### src/rtl/x1_load_arbiter.sv
// X1 main-memory arbiter: shares the single-port memory between the ioctl
// download stream (IPL ROM / CG font images) and the Z80 bus unit. It also
// paces the HPS with ioctl_wait and holds the CPU in reset across a download.
module x1_load_arbiter #(
    parameter int                ADDR_W     = 18,
    parameter logic [ADDR_W-1:0] IPL_BASE   = 18'h00000,
    parameter int                IPL_SIZE   = 4096,
    parameter logic [ADDR_W-1:0] FONT_BASE  = 18'h01000,
    parameter int                FONT_SIZE  = 2048,
    parameter int                MEM_LAT    = 2,
    parameter int                RESET_HOLD = 16
) (
    input  logic              clk_sys,
    input  logic              reset_n,
    input  logic              ioctl_download,
    input  logic [7:0]        ioctl_index,
    input  logic              ioctl_wr,
    input  logic [24:0]       ioctl_addr,
    input  logic [7:0]        ioctl_dout,
    output logic              ioctl_wait,
    input  logic              cpu_req,
    input  logic              cpu_we,
    input  logic [ADDR_W-1:0] cpu_addr,
    input  logic [7:0]        cpu_dout,
    output logic [7:0]        cpu_din,
    output logic              cpu_ack,
    output logic [ADDR_W-1:0] mem_addr,
    output logic [7:0]        mem_wdata,
    output logic              mem_we,
    output logic              mem_oe,
    input  logic [7:0]        mem_rdata,
    output logic              cpu_reset,
    output logic              load_done,
    output logic              load_err
);

    localparam int CNT_MAX = (MEM_LAT > RESET_HOLD) ? MEM_LAT : RESET_HOLD;
    localparam int CNT_W   = $clog2(CNT_MAX + 1);

    typedef enum logic [2:0] {
        IDLE,
        LD_WR,
        CPU_ACC,
        CPU_ACK,
        POST_LOAD
    } state_t;

    state_t            state;
    state_t            state_next;
    logic [CNT_W-1:0]  cnt;
    logic              pend_valid;
    logic [ADDR_W-1:0] pend_addr;
    logic [7:0]        pend_data;
    logic              acc_we;
    logic [ADDR_W-1:0] acc_addr;
    logic [7:0]        acc_wdata;
    logic              load_active;
    logic              wr_hit;
    logic [ADDR_W-1:0] wr_addr;

    // The HPS is held off while a write is queued or being performed.
    assign ioctl_wait = pend_valid || (state == LD_WR);

    // Decode an ioctl strobe into an accepted write and its memory address.
    always_comb begin
        wr_hit  = 1'b0;
        wr_addr = '0;
        if (ioctl_wr && !ioctl_wait) begin
            if (ioctl_index == 8'd0 && ioctl_addr < 25'(IPL_SIZE)) begin
                wr_hit  = 1'b1;
                wr_addr = IPL_BASE + ioctl_addr[ADDR_W-1:0];
            end else if (ioctl_index == 8'd1 && ioctl_addr < 25'(FONT_SIZE)) begin
                wr_hit  = 1'b1;
                wr_addr = FONT_BASE + ioctl_addr[ADDR_W-1:0];
            end
        end
    end

    // State register.
    always_ff @(posedge clk_sys) begin
        if (!reset_n) begin
            state <= IDLE;
        end else begin
            state <= state_next;
        end
    end

    // Next-state selection and memory/ack outputs decoded from the current state.
    always_comb begin
        state_next = state;
        mem_we     = 1'b0;
        mem_oe     = 1'b0;
        mem_addr   = '0;
        mem_wdata  = '0;
        cpu_ack    = 1'b0;
        case (state)
            IDLE: begin
                if (wr_hit || pend_valid) begin
                    state_next = LD_WR;
                end else if (load_active && !ioctl_download) begin
                    state_next = POST_LOAD;
                end else if (cpu_req && !ioctl_download && !cpu_reset) begin
                    state_next = CPU_ACC;
                end
            end
            LD_WR: begin
                mem_we    = 1'b1;
                mem_addr  = pend_addr;
                mem_wdata = pend_data;
                if (cnt == CNT_W'(MEM_LAT - 1)) begin
                    state_next = IDLE;
                end
            end
            CPU_ACC: begin
                mem_we    = acc_we;
                mem_oe    = !acc_we;
                mem_addr  = acc_addr;
                mem_wdata = acc_we ? acc_wdata : 8'h00;
                if (cnt == CNT_W'(MEM_LAT - 1)) begin
                    state_next = CPU_ACK;
                end
            end
            CPU_ACK: begin
                cpu_ack    = 1'b1;
                state_next = IDLE;
            end
            POST_LOAD: begin
                if (ioctl_download || cnt == CNT_W'(RESET_HOLD - 1)) begin
                    state_next = IDLE;
                end
            end
            default: state_next = IDLE;
        endcase
    end

    // Datapath: pending write, CPU access latch, cycle counter, reset/status flags.
    always_ff @(posedge clk_sys) begin
        if (!reset_n) begin
            cnt         <= '0;
            pend_valid  <= 1'b0;
            pend_addr   <= '0;
            pend_data   <= '0;
            acc_we      <= 1'b0;
            acc_addr    <= '0;
            acc_wdata   <= '0;
            cpu_din     <= '0;
            cpu_reset   <= 1'b1;
            load_done   <= 1'b0;
            load_err    <= 1'b0;
            load_active <= 1'b0;
        end else begin
            cnt <= (state_next == state) ? cnt + 1'b1 : '0;

            if (wr_hit) begin
                pend_addr <= wr_addr;
                pend_data <= ioctl_dout;
            end
            if (state == IDLE && state_next == LD_WR) begin
                pend_valid <= 1'b0;
            end else if (wr_hit) begin
                pend_valid <= 1'b1;
            end

            if (ioctl_wr && ioctl_wait) begin
                load_err <= 1'b1;
            end

            if (state == IDLE && state_next == CPU_ACC) begin
                acc_we    <= cpu_we;
                acc_addr  <= cpu_addr;
                acc_wdata <= cpu_dout;
            end
            if (state == CPU_ACC && state_next == CPU_ACK && !acc_we) begin
                cpu_din <= mem_rdata;
            end

            if (state == IDLE && state_next == POST_LOAD) begin
                load_active <= 1'b0;
            end
            if (ioctl_download) begin
                cpu_reset   <= 1'b1;
                load_done   <= 1'b0;
                load_active <= 1'b1;
            end else if (state == POST_LOAD && state_next == IDLE) begin
                cpu_reset <= 1'b0;
                load_done <= 1'b1;
            end
        end
    end

endmodule
### config.mk
export PLATFORM = sky130hd
export DESIGN_NAME = x1_load_arbiter
export DESIGN_NICKNAME = d
export VERILOG_FILES = /design/src/rtl/x1_load_arbiter.sv
export SDC_FILE = /design/constraint.sdc
export NUM_CORES = 1
export LEC_CHECK = 0
export CAP_MARGIN = 20
export CORE_ASPECT_RATIO = 0.7
export CORE_MARGIN = 5
export CORE_UTILIZATION = 44
export CTS_CLUSTER_SIZE = 10
export DETAILED_ROUTE_END_ITERATION = 10
export PLACE_DENSITY = 0.9
export SYNTH_ARGS = -nofsm -noshare
export SYNTH_HDL_FRONTEND = slang
export SYNTH_SLANG_ARGS = --single-unit
### constraint.sdc
create_clock -name clk_sys -period 2 [get_ports clk_sys]
set_input_delay 0.4 -clock clk_sys [delete_from_list [all_inputs] [get_ports clk_sys]]
set_output_delay 0.4 -clock clk_sys [all_outputs]
set_load 0.02 [all_outputs]
==> key figures, run 1 <==
Floorplan
  • Die area: 9403 sq um
  • Initial Utilization: between 40% and 50%
  • Die X: between 100 and 150 um
  • Area of the core: approximately 7300 sq um
  • Die Ht: approximately 83 um
  • # IOs: 122
  • Rows: 26

Clock network
  • CTS root buf: clkbuf_8
  • Worst skew pair latency: ~360 ps
  • Reg clk slew, reported paths: 80 ps
  • # clock sinks: 74
  • CTS Hold Bufs: 0
  • CTS buffer count: 9
  • CTS tree: yes
  • CTS max path bufs: 2
  • Clock H-tree levels: 3

Setup path
  • Reg2reg setup slack: -80 ps
  • Critical path arrival: around 2300 ps
  • CP max FO: 6
  • Critical Path End Type: register
  • CP Launch Type: register
  • FF-to-FF End: pend_addr[12]
  • Register-to-Register Path Depth: 8
  • CP endpoint: pend_addr[12]
  • Worst endpoint required time: between 2000 and 2500 ps
  • FF-to-FF Start: state[0]
  • Kind of critical path: reg -> reg
  • Worst Setup SP: state[0]

GRT
  • Largest net degree at the start of global routing: 26
  • Initial antenna violation count: 0
  • Number of global-route vias before repair: 3421
  • Gr ovfl total: 0
  • First-pass GRT wire length: ~17 mm
  • Tot GR Track Use: between 20% and 30%

Outcome
  • Status: finished with violations
  • Failing checks: setup timing

Placement
  • Placed Area: roughly 4800 sq um
  • Placed cell count: 602
  • Routability cong.: between 0.8 and 0.9
  • Post-Place Worst Slack: -353.6 ps
  • Buffers on Ports: 121
  • DPL Wire Length: ~7.3 mm

Yosys
  • Synth warn: 0
  • Synth unique cells: between 40 and 50
  • Post-synth EDFFs: 0
  • Post-Syn Area per Cell: between 8 and 9 sq um
  • FF+latch count, synth: 74
  • Top_reg_cell synth: dfxtp_1
  • Seq/Total Area, Yosys: approximately 45%
  • Post-Syn Nets: roughly 460
  • Synth Cell Area: approximately 3300 sq um
  • Syn Inst Count: ~370
  • FFs w/ async S/R, synth: 0%

Timing
  • Slew HR: 60.56%
  • Final hold vios: 0
  • Final Critical Period: about 2100 ps
  • Highest clock rate: about 480 MHz
  • RSZ-0062 raised after global routing: yes
  • Count of pins over their slew limit: 0
  • Fin crit share: 104.2%
  • Worst-margin pin slew: ~580 ps
  • Setup Skew: just over 10 ps
  • Final worst slack: -83.82 ps
  • Final Setup Violations: 57

Layout
  • Post-Layout Cell Count: around 640
  • Layout cells sized above 1: about 25%
  • P&R area growth vs syn: 61.22%
  • Layout Nets: 617
  • # diodes: 0
  • Leading cell types in the layout, fill and taps excluded: 95 x nand2_1, 90 x clkdlybuf4s50_1, 70 x dfxtp_1, 40 x buf_6, 35 x mux2i_1
  • Most common cell after layout, fill and taps aside: nand2_1
  • Final instance area: around 5300 sq um

Min path
  • HP Class: reg -> reg

Pwr
  • PwrDens: 566.8 nW/um^2
  • Sw power: between 0.7 and 0.8 mW
  • Power Internal: roughly 2.3 mW
  • Combinational power share: 11.5%
  • Reg power frac: around 50%
  • Sw frac: 23.59%
  • Final Power: between 3 and 4 mW
  • Leak: about 2.1 nW
  • Clock power share: roughly two fifths
  • Peak supply drop: roughly 0.39 mV

Drt
  • WL final: 10.79 mm
  • Detailed-route DRC error count: 0
  • ANT nets after route: 0
  • Via density: approximately 5.3
  • First DRT Iteration DRCs: 196
  • DR WL/cell: ~17 um
  • 1st-pass router iterations: 4
  • Via count: about 3300

Run
  • Max Cap Viol: 0
[stage by stage]
| stage | utilization [%] | hold WS [ps] | setup TNS, ps |
|---|---|---|---|
| floorplan | - | 432.1 | 0 |
| global placement | 65.76 | 437.6 | -16900 |
| detailed placement | 65.76 | 446.0 | -21160 |
| CTS | 68.70 | 456.6 | -72.83 |
| global route | 73.06 | 468.9 | -7623 |
| finish | 73.06 | 452.4 | -1759 |
[cells in the mapped netlist (2+ instances only)]
cell      instances  area, sq um
buf_6             5        56.30
nor3_4            2        32.53
or2_2             2        12.51
and3_1            4        25.02
ha_1              4        50.05
o22ai_1           2        12.51
or3_1             2        12.51
a22o_1           26        227.7
nor4_1            5        31.28
buf_2             3        15.01
nand2_1         102        382.9
inv_1             5        18.77
a21oi_1          26        130.1
buf_8             2        30.03
clkbuf_1         16        60.06
nor3_1            7        35.03
mux2i_1          35        350.3
nand2b_1          2        12.51
o21ai_0           4        20.02
nor2_1           18        67.56
xor2_1            2        17.52
dfxtp_1          74         1481
nand3_1           2        10.01
[state kept, by name, indices dropped and copies added, names as in the netlist]
register and count:
load_done 1, pend_valid 1, acc_we 1, load_err 1
pend_data 8, cnt 5, state 3, pend_addr 18
acc_addr 18, load_active 1, cpu_reset 1, acc_wdata 8
cpu_din 8
[worst min-delay path by stage]
stage               cells after the start         start  slack [ps]           end
finish                                  1        cnt[0]         450        cnt[0]
global route                            1        cnt[0]         470        cnt[0]
CTS                                     2  pend_addr[3]         460  pend_addr[3]
detailed placement                      2  pend_addr[3]         450  pend_addr[3]
global placement                        2  pend_addr[3]         440  pend_addr[3]
floorplan                               2  pend_addr[0]         430  pend_addr[0]
[area by class of cell]
class | count | area, sq um
fill | 487 | 1972
sequential | 74 | 1489
tap | 98 | 122.6
timing repair buffer | 173 | 1760
clock inverter | 6 | 65.06
inverter | 5 | 18.77
multi-input combinational | 269 | 1754
clock buffer | 10 | 137.6
[kinds of logic (layout without fill, tap and decap cells)]
kind of cell             count (synthesis)  count (layout)  synth area share [%]
multiplexers                            35              35                 10.56
AND/OR/NAND/NOR                        158             159                 22.41
XOR/XNOR                                 3               3                0.7923
buffers and inverters                   32             194                 5.583
AO/OA/AOI/OAI                           68              68                 14.49
adder cells (fa/ha/maj)                  4               4                 1.509
flip-flops                              74              74                 44.66
[per-layer routing]
| layer | wire [um] | GRT usage [%] | vias up |
|---|---|---|---|
| li1 | - | - | 1612 |
| met4 | 149 | 6.168 | 0 |
| met1 | 4631 | 26.91 | 1582 |
| met3 | 722 | 7.429 | 20 |
| met5 | 0 | 0 | - |
| met2 | 5285 | 38.72 | 121 |
[critical path: stages, from the launching register on]
cell and delay, ps:
dfxtp_4 360, nor3b_4 160, buf_6 130, buf_6 120
a211o_4 300, buf_4 140, or3_4 410, buf_6 140
a31o_1 200
[power groups by stage]
stage | Clock, mW | Combinational [mW] | Sequential, mW
6_report | 1.18 | 0.349 | 1.50
3_5_place_dp | 0 | 0.321 | 1.53
3_3_place_gp | 0 | 0.312 | 1.53
2_1_floorplan | 0 | 0.107 | 1.53
5_1_grt | 1.27 | 0.374 | 1.50
4_1_cts | 1.20 | 0.333 | 1.50
[repair_timing]
item / in CTS / in global routing
gates resized for setup: 143 / 78
pin swaps: 7 / 27
gates cloned: 3 / 0
setup endpoints to repair: 57 / 80
setup buffers: 8 / 8
Note: power is estimated with default switching activity, not from simulation.
==> run 2, diff against run 1 <==
ABC_AREA = 1   (was default)
MAX_ROUTING_LAYER = met4   (was default)
PLACE_DENSITY = 0.91   (was 0.9)
SLEW_MARGIN = 20   (was default)
==> run 2 against run 1 <==
Power up 5.9%. Clock power up 8%. Via count is 4.7% higher. Clock skew down 0.71 ps. Hold slack better by 2.9 ps. Global-route usage is 0.23 points higher. Highest routed layer unchanged. Synthesized cell count rose by 17%. Sequential cell count stayed put. Die area fell by 3.5%. The flow now finishes without violations. Worst setup slack better by 92 ps. First-iteration DRC count up 38%.
==> key figures, run 2 <==
Drt
  • WL final: 10.35 mm (-4.1%)
  • DR WL/cell: 15.04 um (-11%)
  • First DRT Iteration DRCs: 270 (+38%)
  • Via density: 5.074 (-3.4%)
  • Detailed-route DRC error count: 0 (unchanged)
  • ANT nets after route: 0 (unchanged)
  • Via count: 3491 (+4.7%)
  • 1st-pass router iterations: 5 (+1)

Floorplan
  • Rows: 26 (unchanged)
  • Die X: 111.7 um (-1.8%)
  • Die Ht: 81.22 um (-1.7%)
  • # IOs: 122 (unchanged)
  • Area of the core: 7189 sq um (-1.8%)
  • Initial Utilization: 44.34% (-0.97 points)
  • Die area: 9075 sq um (-3.5%)

Min path
  • WHS Path Cells: 2 (+1)
  • HP Class: reg -> reg
  • Min-Delay Startpoint: acc_addr[2]
  • Hold worst-path end: acc_addr[2]

GRT
  • Met1 usage: 26.74% (-0.17 points)
  • GRT Max-Usage Layer: met2
  • Largest net degree at the start of global routing: 30 (+15%)
  • Tot GR Track Use: 22.58% (+0.23 points)
  • Gr ovfl total: 0 (unchanged)
  • Met3 usage: 7.967% (+0.54 points)
  • First-pass GRT wire length: 15.93 mm (-3.6%)
  • Number of global-route vias before repair: 3378 (-1.3%)
  • Met2 Usage GRT: 37.50% (-1.2 points)
  • Initial antenna violation count: 0 (unchanged)

Yosys
  • Top_reg_cell synth: dfxtp_1
  • Top post-synthesis cells by count: 74 x dfxtp_1, 71 x nor2_1, 60 x o21ai_0
  • FFs w/ async S/R, synth: 0% (unchanged)
  • Synth top area cells: dfxtp_1 46%, o21ai_0 9.4%, nor2_1 8.4%
  • Syn Inst Count: 438 (+17%)
  • Synth area leader: dfxtp_1
  • Post-Syn Area per Cell: 7.279 sq um (-18%)
  • Post-synth EDFFs: 0 (unchanged)
  • Synth Cell Area: 3188 sq um (-3.9%)
  • Synth unique cells: 30 (-36%)
  • Most frequent cell after synthesis: dfxtp_1
  • Post-Syn Nets: 523 (+14%)
  • Synth warn: 0 (unchanged)
  • Seq/Total Area, Yosys: 46.47% (+1.8 points)
  • FF+latch count, synth: 74 (unchanged)
  • Synth top area share: 46.47% (+1.8 points)

Layout
  • Layout Nets: 671 (+8.8%)
  • Final instance area: 5069 sq um (-5.2%)
  • Largest regs: acc_addr (18), pend_addr (18)
  • Post-Layout Cell Count: 688 (+8.3%)
  • Post-layout util: 70.50% (-2.6 points)
  • Leading cell types in the layout, fill and taps excluded: 91 x clkdlybuf4s50_1, 70 x dfxtp_1, 65 x nor2_1, 52 x nand2_1
  • P&R area growth vs syn: 58.99%
  • Layout cells sized above 1: 21.69% (-3.4 points)
  • Most common cell after layout, fill and taps aside: clkdlybuf4s50_1
  • # diodes: 0 (unchanged)

Setup path
  • Kind of critical path: reg -> reg
  • Peak per-stage delay on the critical path: 330 ps (-80 ps)
  • Delay-heaviest family, CP: simple AND/OR/NAND/NOR gates
  • CP max FO: 6 (unchanged)
  • Critical Path End Type: register
  • CP Launch Type: register
  • Worst path most repeated cell: nand2_2
  • FF-to-FF End: cnt[1]
  • Buf/Inv on CP: 5 (+1)
  • Register-to-Register Path Depth: 15 (+7)
  • Critical path arrival: 2280 ps (-50 ps)
  • Worst endpoint required time: 2290 ps (+40 ps)
  • FF-to-FF Start: state[1]
  • Critical Path Slowest Stage Cell: dfxtp_2
  • Reg2reg setup slack: 8 ps (+90 ps)
  • CP cell instances: buf_6, nor3_4, buf_6, inv_4, buf_4, nand2_2, buf_4, nor2_4, nand2_4, nand2_2, nand3_2, nand2_1, nand2_2, nand3_4, nor2_2

Timing
  • Sum Neg Setup Slack: 0 ps (+1759 ps)
  • Final Setup Violations: 0 (-100%)
  • Worst hold margin: 455.3 ps (+2.949 ps)
  • Count of pins over their slew limit: 0 (unchanged)
  • Fin crit share: 99.60% (-4.6 points)
  • Setup Skew: 9.510 ps (-0.7073 ps)
  • Final hold vios: 0 (unchanged)
  • Final Critical Period: 1992 ps (-91.83 ps)
  • Slew HR: 54.58% (-6.0 points)
  • RSZ-0062 raised after global routing: yes
  • Worst-margin pin slew: 680.6 ps (+97.24 ps)
  • Highest clock rate: 502.0 MHz (+4.6%)
  • Final worst slack: 8.012 ps (+91.83 ps)

Clock network
  • # clock sinks: 74 (unchanged)
  • CTS max path bufs: 2 (unchanged)
  • Reg clk slew, reported paths: 80 ps (about the same)
  • Worst skew pair latency: 350 ps (about the same)
  • CTS root buf: clkbuf_8
  • Clock H-tree levels: 3 (unchanged)
  • CTS tree: yes
  • CTS buffer count: 9 (unchanged)
  • CTS Hold Bufs: 0 (unchanged)

Placement
  • Placed Area: 4653 sq um (-3.3%)
  • Placed cell count: 664 (+10%)
  • Buffers on Ports: 121 (unchanged)
  • Routability cong.: 0.8655 (-2.1%)
  • DPL Wire Length: 7.262 mm (-1.1%)
  • Post-Place Worst Slack: -245.7 ps (+107.9 ps)

Pwr
  • Final Power: 3.211 mW (+5.9%)
  • Leak: 1.976 nW (-6.7%)
  • Peak supply drop: 0.4304 mV (+10%)
  • PwrDens: 633.5 nW/um^2 (+12%)

Outcome
  • Status: complete, no violations

Run
  • Max Cap Viol: 0 (unchanged)
-- run 2: final cells by class --
cell class | instances | area [sq um]
Fill cell | 575 | 2121
Clock buffer | 10 | 137.6
Timing Repair Buffer | 159 | 1503
Tap cell | 98 | 122.6
Inverter | 49 | 186.4
Sequential cell | 74 | 1486
Multi-Input combinational cell | 293 | 1554
Clock inverter | 5 | 78.83
-- run 2: how the worst max path moves through the flow --
stage,start,to,slack (ps),depth (start not counted)
global placement,ioctl_addr[11],cnt[4],-170,11
detailed placement,ioctl_addr[11],cnt[0],-250,11
floorplan,state[1],mem_addr[1],130,5
finish,state[1],cnt[1],8,15
CTS,state[2],mem_addr[1],-30,5
global route,state[1],cnt[1],-90,15
-- run 2: report_power, final --
| part | leakage [nW] | switching [mW] | internal [mW] |
|---|---|---|---|
| sequential | 0.599 | 0.0231 | 1.51 |
| combinational | 1.27 | 0.173 | 0.233 |
| clock | 0.112 | 0.549 | 0.727 |
| total | 1.98 | 0.746 | 2.46 |
-- run 2: logic make-up after synthesis --
family                   Yosys count  share of synthesized area (%)
adder cells (fa/ha/maj)            4                          1.570
AND/OR/NAND/NOR                  165                          22.33
XOR/XNOR                           2                         0.5496
buffers and inverters             71                          9.654
flip-flops                        74                          46.47
AO/OA/AOI/OAI                    122                          19.43
-- run 2: timing repair --
action | in CTS | in global routing
buffers inserted | 5 | 4
endpoints found under the setup margin | 33 | 60
pin swaps | 1 | 8
cloned | 1 | 1
gates resized for setup | 154 | 102
-- run 2: routing by layer --
metal / part of all wire, % / routed length, um
met5: 0 / 0
met4: 1.3 / 135
met3: 8.1 / 843
met2: 47 / 4859
met1: 44 / 4507
-- run 2: tightest hold or removal path, delay by kind of cell, from the launching register on --
kind                   cells  cell delay (ps)
AO/OA/AOI/OAI              1               60
buffers and inverters      1               60
flip-flops                 1              300
==> run 3, diff against run 2 <==
ABC_AREA = default   (was 1)
CELL_PAD_IN_SITES_DETAIL_PLACEMENT = 0   (was default)
CELL_PAD_IN_SITES_GLOBAL_PLACEMENT = 2   (was default)
CORE_UTILIZATION = 25   (was 44)
PLACE_DENSITY = 0.9   (was 0.91)
==> run 3 against run 2 <==
Design area up 8.0%. Maximum frequency decreased by 0.21%. Utilization fell by 29 points. Final cell count rose by 1.5%. Combinational power shrank 17%. Count of clock-buffer cells in the layout down 1.
==> key figures, run 3 (same netlist as run 1, synthesis figures left out) <==
Timing
  • Highest clock rate: 501.0 MHz (-0.21%)
  • Final Setup Violations: 0 (unchanged)
  • Final Critical Period: 1996 ps (+4.200 ps)
  • Fin crit share: 99.81% (+0.21 points)
  • Final hold vios: 0 (unchanged)
  • Setup Skew: 7.218 ps (-2.291 ps)
  • Final worst slack: 3.812 ps (-4.200 ps)
  • Slew HR: 59.18% (+4.6 points)
  • RSZ-0062 raised after global routing: yes
  • Worst hold margin: 439.5 ps (-15.85 ps)
  • Sum Neg Setup Slack: 0 ps (unchanged)
  • Count of pins over their slew limit: 0 (unchanged)
  • Worst-margin pin slew: 612.3 ps (-68.30 ps)

GRT
  • Tot GR Track Use: 13.83% (-8.8 points)
  • Initial antenna violation count: 0 (unchanged)
  • Number of global-route vias before repair: 3197 (-5.4%)
  • First-pass GRT wire length: 16.79 mm (+5.5%)
  • Largest net degree at the start of global routing: 32 (+6.7%)
  • Gr ovfl total: 0 (unchanged)

Drt
  • DR WL/cell: 15.35 um (+2.1%)
  • WL final: 10.71 mm (+3.6%)
  • ANT nets after route: 0 (unchanged)
  • First DRT Iteration DRCs: 157 (-42%)
  • 1st-pass router iterations: 4 (-1)
  • Via count: 3191 (-8.6%)
  • Via density: 4.572 (-9.9%)
  • Detailed-route DRC error count: 0 (unchanged)

Placement
  • Routability cong.: 0.7994 (-7.6%)
  • Placed cell count: 672 (+1.2%)
  • Placed Area: 4926 sq um (+5.9%)
  • Buffers on Ports: 121 (unchanged)
  • DPL Wire Length: 7.783 mm (+7.2%)
  • Post-Place Worst Slack: -400.2 ps (-154.5 ps)

Layout
  • Most common cell after layout, fill and taps aside: nand2_1
  • P&R area growth vs syn: 65.07%
  • # diodes: 0 (unchanged)
  • FF/Latch Area: 1491 sq um (+0.34%)
  • Multi-input combinational cell area: 1720 sq um (+11%)
  • Post-Layout Cell Count: 698 (+1.5%)
  • Layout Nets: 612 (-8.8%)
  • Layout fillers: 1266 (+120%)
  • Largest regs: acc_addr (18), pend_addr (18)
  • Leading cell types in the layout, fill and taps excluded: 102 x nand2_1, 88 x clkdlybuf4s50_1, 70 x dfxtp_1, 38 x buf_4, 35 x mux2i_1
  • Post-layout util: 41.82% (-29 points)
  • Layout cells sized above 1: 22.18% (+0.49 points)
  • Final instance area: 5475 sq um (+8.0%)

Floorplan
  • # IOs: 122 (unchanged)
  • Area of the core: 13090 sq um (+82%)
  • Initial Utilization: 25.33% (-19 points)
  • Rows: 35 (+35%)
  • Die Ht: 106.4 um (+31%)
  • Die area: 15710 sq um (+73%)
  • Die X: 147.7 um (+32%)

Clock network
  • CTS tree: yes
  • CTS buffer count: 9 (unchanged)
  • Reg clk slew, reported paths: 60 ps (-20 ps)
  • CTS root buf: clkbuf_16
  • CTS max path bufs: 2 (unchanged)
  • Clock H-tree levels: 3 (unchanged)
  • Worst skew pair latency: 340 ps (about the same)
  • # clock sinks: 74 (unchanged)

Setup path
  • Worst Setup SP: state[1]
  • CP max FO: 8 (+2)
  • CP Launch Type: register
  • Critical Path End Type: primary output
  • FF-to-FF Start: state[1]
  • Kind of critical path: reg -> out
  • Critical path arrival: 1600 ps (-680 ps)
  • Worst endpoint required time: 1600 ps (-690 ps)

Pwr
  • PwrDens: 652.2 nW/um^2 (+2.9%)
  • Peak supply drop: 0.3864 mV (-10%)
  • Final Power: 3.571 mW (+11%)
  • Leak: 2.157 nW (+9.2%)

Outcome
  • Status: complete, no violations

Run
  • Max Cap Viol: 0 (unchanged)

Min path
  • Min-Delay Startpoint: reset_n
  • HP Class: in -> reg
[run 3: changes by cell type in the layout (fill, tap and decap cells not counted), sizes merged, moves of 6 or more]
| cell | previous run | this run |
|---|---|---|
| mux2i | 0 | 35 |
| buf | 67 | 73 |
| nand3 | 19 | 2 |
| nor4 | 0 | 6 |
| nand2 | 59 | 102 |
| nor2 | 73 | 18 |
| o21ai | 72 | 5 |
| a22o | 0 | 26 |
| a21oi | 45 | 26 |
| inv | 48 | 5 |
[run 3: timing repair]
| item | in CTS | in global routing |
|---|---|---|
| hold buffers | 0 | 0 |
| gates cloned | 0 | 3 |
| endpoints found under the setup margin | 70 | 82 |
| pin swaps | 7 | 18 |
| resized for setup | 144 | 41 |
| buffers inserted | 6 | 2 |
[run 3: cell type report]
type / instances / area share [%]
clock buffers: 9 / 4.113
well taps: 166 / 3.793
inverters: 5 / 0.3428
flip-flops and latches: 74 / 27.24
clock inverters: 7 / 1.714
multi-input cells: 268 / 31.42
repair buffers: 169 / 31.38
[run 3: final timing paths]
kind,endpoint,slack [ps],cells after the start
hold reg to reg,cnt[0],450,1
setup reg to reg,acc_addr[5],60,8
hold / removal,cpu_reset,440,4
setup / recovery,mem_addr[11],4,4
[run 3: per-layer routing]
metal,track usage [%],wire (um),vias up
met1,18.66,5248,1486
met4,4.521,140,0
met2,20.38,4758,94
li1,-,-,1602
met5,-,0,-
met3,3.366,566,9
[run 3: where the power goes]
group	internal [mW]	switching [mW]	total, mW
combinational	0.210	0.125	0.335
sequential	1.49	0.0126	1.50
clock	1.09	0.645	1.73
total	2.79	0.784	3.57
[run 3: worst max-delay path, cell delays in order, from the launching register on]
cell and delay [ps]:
dfxtp_4 350, nor3b_4 270, buf_4 220, a22o_1 150, clkdlybuf4s15_2 260
